$ cat config.mk
export PLATFORM = sky130hd
export DESIGN_NAME = ref_clk_sel_readback
export DESIGN_NICKNAME = d
export VERILOG_FILES = /design/src/rtl/ref_clk_sel_readback.sv
export SDC_FILE = /design/constraint.sdc
export NUM_CORES = 1
export LEC_CHECK = 0
export BUFFER_PORTS_ARGS = -buffer_cell sky130_fd_sc_hd__buf_4
export CAP_MARGIN = 10
export CORE_MARGIN = 3
export CORE_UTILIZATION = 40
export DETAILED_ROUTE_END_ITERATION = 10
export MAX_ROUTING_LAYER = met4
export PLACE_DENSITY = 0.63
export REMOVE_ABC_BUFFERS = 1
export SLEW_MARGIN = 40
export SYNTH_ARGS = -nofsm -noshare
export SYNTH_HDL_FRONTEND = slang
export SYNTH_SLANG_ARGS = --single-unit
$ cat constraint.sdc
create_clock -name clk -period 2.37 [get_ports clk]
set_input_delay 0.711 -clock clk [delete_from_list [all_inputs] [get_ports clk]]
set_output_delay 0.711 -clock clk [all_outputs]
set_load 0.01 [all_outputs]
$ cat src/rtl/ref_clk_sel_readback.sv
// Reference-clock divider select readback: sync, deglitch,
// one-hot check and re-encode of the analog tgate enables.
module ref_clk_sel_readback #(
  parameter int STABLE_CYCLES = 4
) (
  input  logic       clk,
  input  logic       rst_n,
  input  logic [4:0] tgate_status,
  input  logic       err_clear,
  output logic [2:0] sel_code,
  output logic       sel_valid,
  output logic       sel_change,
  output logic       onehot_err,
  output logic       err_sticky,
  output logic       filt_busy
);

  localparam logic [3:0] STAB = 4'(STABLE_CYCLES);
  localparam logic [3:0] LAST = 4'(STABLE_CYCLES - 1);

  typedef enum logic [1:0] {
    INIT,
    LOCKED,
    SETTLING
  } state_t;

  state_t     state, state_n;
  logic [4:0] sync1, s;
  logic [4:0] cand, cand_n;
  logic [3:0] cnt, cnt_n;
  logic [4:0] acc, acc_n;
  logic       load, chg_n, qual;
  logic       oh, err_n;
  logic [2:0] idx;

  assign qual = (s == cand) && (cnt == LAST);

  always_comb begin
    cand_n  = cand;
    cnt_n   = cnt;
    state_n = state;
    acc_n   = acc;
    load    = 1'b0;
    chg_n   = 1'b0;
    if (s != cand) begin
      cand_n = s;
      cnt_n  = 4'd1;
    end else if (cnt != STAB) begin
      cnt_n = cnt + 4'd1;
    end
    case (state)
      INIT: begin
        if (qual) begin
          acc_n   = cand;
          load    = 1'b1;
          state_n = LOCKED;
        end
      end
      LOCKED: begin
        if (s != acc) state_n = SETTLING;
      end
      SETTLING: begin
        // glitch came back to the locked value: resume as fully settled
        if (s == acc) begin
          state_n = LOCKED;
          cand_n  = s;
          cnt_n   = STAB;
        end else if (qual && cand != acc) begin
          acc_n   = cand;
          load    = 1'b1;
          chg_n   = 1'b1;
          state_n = LOCKED;
        end
      end
      default: state_n = INIT;
    endcase
  end

  always_comb begin
    oh  = (acc_n != 5'd0) && ((acc_n & (acc_n - 5'd1)) == 5'd0);
    idx = sel_code;
    if (oh) begin
      unique case (1'b1)
        acc_n[0]: idx = 3'd0;
        acc_n[1]: idx = 3'd1;
        acc_n[2]: idx = 3'd2;
        acc_n[3]: idx = 3'd3;
        acc_n[4]: idx = 3'd4;
        default:  idx = sel_code;
      endcase
    end
    err_n = load ? !oh : onehot_err;
  end

  always_ff @(posedge clk or negedge rst_n) begin
    if (!rst_n) begin
      sync1      <= 5'b0;
      s          <= 5'b0;
      cand       <= 5'b0;
      cnt        <= 4'd0;
      acc        <= 5'b00010;
      state      <= INIT;
      sel_code   <= 3'd1;
      sel_valid  <= 1'b0;
      sel_change <= 1'b0;
      onehot_err <= 1'b0;
      err_sticky <= 1'b0;
      filt_busy  <= 1'b0;
    end else begin
      sync1      <= tgate_status;
      s          <= sync1;
      cand       <= cand_n;
      cnt        <= cnt_n;
      acc        <= acc_n;
      state      <= state_n;
      sel_change <= chg_n;
      filt_busy  <= (state_n == SETTLING);
      if (load) begin
        sel_code   <= idx;
        sel_valid  <= oh;
        onehot_err <= !oh;
      end
      if (err_n) err_sticky <= 1'b1;
      else if (err_clear && !onehot_err) err_sticky <= 1'b0;
    end
  end

endmodule

Word level (Yosys, flattened, before mapping)
Cells that the tools add are included.
{ "totals": {"register_bits": 34, "latch_bits": 0, "ramBits": 0, "romBits": 0, "inputBits": 8, "output_inout_bits": 8, "wordCells": 61, "mem_count": 0} }
{ "classes": {"addsub": 2, "n_mul": 0, "div": 0, "n_lt_le_gt_ge": 0, "n_eq_ne": 10, "n_shift": 0, "n_mux": 25, "n_bitwise": 1, "reduce_logical": 11} }
{ "ops": {"columns": ["cell", "count"], "rows": [
  ["two-way mux 5 bit", 6],
  ["two-way mux 4 bit", 4],
  ["inequality test 5 bit", 3],
  ["one-hot mux 3 bit (5 select lines)", 1],
  ["== test 5 bit", 2],
  ["one-hot mux 5 bit (2 select lines)", 1],
  ["two-way mux 2 bit", 4],
  ["two-way mux 1 bit", 7],
  ["one-hot mux 2 bit (3 select lines)", 1],
  ["bitwise AND 5 bit", 1],
  ["logical NOT 5 bit", 1],
  ["nonzero test 5 bit", 1],
  ["subtractor 5 x 1 -> 5 bit, second input constant", 1],
  ["adder 4 x 1 -> 4 bit, second input constant", 1],
  ["== test 2 bit, second input constant", 2],
  ["== test 4 x 2 -> 1 bit, second input constant", 1],
  ["logical AND 1 bit", 4],
  ["inequality test 4 x 3 -> 1 bit, second input constant", 1],
  ["AND reduction 3 bit", 1],
  ["== test 2 x 1 -> 1 bit, second input constant", 1],
  ["logical NOT 1 bit", 2],
  ["logical NOT 2 bit", 1],
  ["one-hot mux 1 bit (2 select lines)", 1],
  ["nonzero test 2 bit", 1]
]} }

Depth between registers and ports, before layout
{ "depth": {"ltp_word": 13, "depth_mapped": 7, "depth_no_buf": 6} }

Worst setup path before layout
OpenSTA, ideal clock, no wires.
{ "synth_path": {"path_type": "register to register", "start": "register acc[1]", "end": "register sel_code[2]", "setup_time_ps": 125, "arrival_ps": 1963, "t_required_ps": 2245, "slack_ps": 282, "path_stages_with_launch": 7, "path_buffers": 0, "period_less_slack_ps": 2088, "cell_sequence": "dfstp_2 -> xnor2_1 -> nand3_1 -> o21a_1 -> or4_1 -> nand3_4 -> mux2_4"} }
{ "synth_between": {"elab_chain_len": 10, "word_cells_on_any_way": 17, "classes_between": "add/sub: 1; eq/ne: 2; mux: 8; bitwise: 1; reduce/logical: 5"} }
{ "synth_lines": {"columns": ["element", "line_no", "text"], "rows": [
  ["start, declared", "31", "logic [4:0] acc, acc_n;"],
  ["start signal, assigned", "114", "acc <= acc_n;"],
  ["inequality test 5 bit", "68", "end else if (qual && cand != acc) begin"],
  ["logical AND 1 bit", "68", null],
  ["two-way mux 5 bit", "68", null],
  ["two-way mux 5 bit", "64", "if (s == acc) begin"],
  ["one-hot mux 5 bit (2 select lines)", "51", "case (state)"],
  ["subtractor 5 x 1 -> 5 bit", "80", "oh = (acc_n != 5'd0) && ((acc_n & (acc_n - 5'd1)) == 5'd0);"],
  ["bitwise AND 5 bit", "80", null],
  ["logical NOT 5 bit", "80", null],
  ["logical AND 1 bit", "80", null],
  ["AND reduction 3 bit (no source line)", null, null],
  ["end signal, assigned", "119", "sel_code <= idx;"],
  ["end, declared", "10", "output logic [2:0] sel_code,"]
]} }
Several ways; a longest one is shown, not always the timed one.
A chain may end at the register's enable or synchronous reset.

Worst setup path after layout
Ends and elaborated chain as after synthesis.

==> flow_metrics.py <==
metrics = {
    "run_status": {
        "status": "finished, final reports clean",
    },
    "worst_setup_path": {
        "r2r_start": "acc[1]$_DFF_PN1_",
        "reg2reg_depth": 6,
        "worst_setup_path_end_kind": "flop",
        "path_max_fanout": 6,
        "crit_required_ns": 2.54,
        "crit_end": "sel_code[2]$_DFFE_PN0P_",
        "crit_start": "acc[1]$_DFF_PN1_",
        "arrival_ns": 2.34,
        "ff2ff_setup_slack_ns": 0.20,
        "r2r_end": "sel_code[2]$_DFFE_PN0P_",
        "start_kind": "flop",
        "path_class": "reg2reg",
    },
    "routing": {
        "wl_mm": 2.51,
        "drtAntennaViolNets": 0,
        "drt_pass1_iterations": 4,
        "vias_per_cell": 4.94,
        "vias": 969,
        "wl_per_cell_um": 12.8,
        "drc_errors": 0,
        "drt-initial-drc-count": 13,
    },
    "synth": {
        "ys_types": 36,
        "ys_seq_area_share_pct": 55.1,
        "synth_cells": 132,
        "avgSynthCellArea_sq_um": 11.7,
        "synth_seq_cells": 34,
        "yosys_warnings": 0,
        "netlist_area_sq_um": 1550,
    },
    "global_routing": {
        "use_met3_pct": 4.93,
        "grtUsageMet1_pct": 14.1,
        "grt_pass1_wl_mm": 4.32,
        "top_usage_layer": "met2",
        "antenna_found_initial": 0,
        "overflow": 0,
        "grt_start_max_net_pins": 35,
        "grt_pass1_vias": 986,
        "grtUsageMet2_pct": 22.1,
        "grt_usage_pct": 13.4,
    },
    "timing": {
        "period_minus_slack_ns": 2.17,
        "postLayoutSetupSlackWorst_ns": 0.196,
        "worst_pin_slew_ns": 0.451,
        "hold_violations": 0,
        "skew_ns": 0.00819,
        "max_freq_mhz": 460,
        "slew-limit-headroom_pct": 69.8,
        "setup-violations-final": 0,
        "fin_crit_sh_pct": 91.7,
        "finalMaxSlewViolations": 0,
        "setup_tns_ns": 0,
        "rsz0062_at_grt": "no",
    },
    "finish": {
        "post-route-util_pct": 50.7,
        "syn_to_final_growth_pct": 15.3,
        "stdcell_count": 196,
        "layout-drive-gt1-share_pct": 24.0,
        "design_area_sq_um": 1780,
        "antenna_cells": 0,
        "fin_nets": 159,
        "layout_commonest_cell": "dfrtp_1",
        "layout_common_cells": "dfrtp_1, buf_4, xnor2_1",
    },
    "clock_tree": {
        "cts_buffers": 5,
        "post_cts_buffers": 0,
        "postCtsHoldBufs": 0,
        "cts.sinks": 34,
        "post_cts_resized": 0,
        "clkSlewWorstSetupHoldPaths_ns": 0.07,
        "cts_tree": "yes",
        "clkLatencyLatePin_ns": 0.29,
        "root_buffer": "clkbuf_8",
        "cts_max_level": 2,
        "clk_path_buf_depth": 2,
    },
    "placed_design": {
        "hpwl_mm": 1.89,
        "place_area_sq_um": 1700,
        "gp_congestion": 0.896,
        "io_buffers": 15,
        "numPlacedInstances": 188,
        "pre_cts_ws_ns": 0.210,
    },
    "pwr": {
        "powerDensity_nw_per_um2": 652,
        "leakagePower_nw": 0.798,
        "vdd_ir_drop_max_v": 0.000442,
    },
    "floorplan": {
        "rows": 21,
        "dieArea_sq_um": 4650,
        "start_util_pct": 44.0,
        "core_region_area_sq_um": 3520,
        "die_h_um": 68.2,
        "die_width_um": 68.2,
        "pin_count": 16,
    },
    "min_path": {
        "hp-class": "in2async",
    },
    "run": {
        "max_cap_violations": 0,
    },
}
[worst max-delay path: stages (launching register included)]
cell and delay (ns):
dfstp_2 0.56, xnor2_1 0.12, nand3_1 0.11, o21a_1 0.26, or4_1 0.58, nand3_4 0.13
mux2_4 0.30
[synthesized netlist by cell type (all sizes together)]
cell type,count,area share (%)
and3,1,0.40
or3,2,0.81
clkbuf,6,1.5
o211ai,1,0.49
nor3b,1,0.49
dfrtp,32,52
a21oi,4,1.3
ha,2,1.6
nor4b,2,1.1
nand3b,1,0.49
dfstp,2,3.4
o22ai,1,0.40
a21boi,2,0.97
o21a,2,0.97
xnor2,13,7.4
mux2,6,4.6
or4,1,0.49
nor2b,3,1.2
o21ai,6,1.9
buf,3,1.4
nor3,5,1.9
nand2,3,0.73
o221ai,1,0.57
mux2i,2,1.3
a211oi,1,0.49
a2111oi,1,1.8
inv,8,1.9
nand2b,1,0.40
xor2,6,3.4
nor2,6,1.5
nand3,7,3.4
[registers in the layout, summed over array words and instances, names as in the netlist]
register / flops
cand: 5
state: 2
err_sticky: 1
s: 5
cnt: 4
sync1: 5
onehot_err: 1
sel_change: 1
filt_busy: 1
acc: 5
sel_code: 3
sel_valid: 1
[kinds of logic (layout without fill, tap and decap cells)]
| family | count (synthesis) | in the layout | synth area share [%] |
|---|---|---|---|
| buffers and inverters | 17 | 35 | 4.77 |
| flip-flops | 34 | 34 | 55.1 |
| AND/OR/NAND/NOR | 33 | 33 | 12.9 |
| XOR/XNOR | 19 | 19 | 10.8 |
| multiplexers | 8 | 8 | 5.90 |
| AO/OA/AOI/OAI | 19 | 19 | 8.89 |
| adder cells (fa/ha/maj) | 2 | 2 | 1.62 |
[power breakdown]
part / switching, W / internal, W
Clock: 0.000189 / 0.000208
Sequential: 0.0000317 / 0.000614
Combinational: 0.0000607 / 0.0000600
Total: 0.000282 / 0.000882
[layer usage]
layer	vias to the layer above	routed length, um
met1	476	1070
met2	16	1270
met4	0	57
met5	-	0
met3	5	115
li1	472	-
[through the flow]
stage	hold WS [ns]	power (W)
3_3_place_gp	0.339	0.000775
4_1_cts	0.348	0.00118
2_1_floorplan	0.331	0.000722
3_5_place_dp	0.335	0.000780
6_report	0.347	0.00116
5_1_grt	0.351	0.00122
[how the worst min path moves through the flow]
stage	endpoint	depth (start not counted)	slack, ns
after detailed placement	s[4]$_DFF_PN0_	0	0.33
final	state[0]$_DFF_PN0_	1	0.35
after CTS	s[4]$_DFF_PN0_	0	0.35
after global placement	s[4]$_DFF_PN0_	0	0.34
after global routing	s[4]$_DFF_PN0_	0	0.35
after floorplan	s[0]$_DFF_PN0_	0	0.33
[layout make-up]
cell class                 instances  area (sq um)
fill                             339          1740
sequential                        34           853
multi-input combinational         81           621
timing repair buffer              19           143
clock buffer                       8          80.1
tap                               46          57.6
inverter                           8          30.0
(Power assumes the default switching activity.)
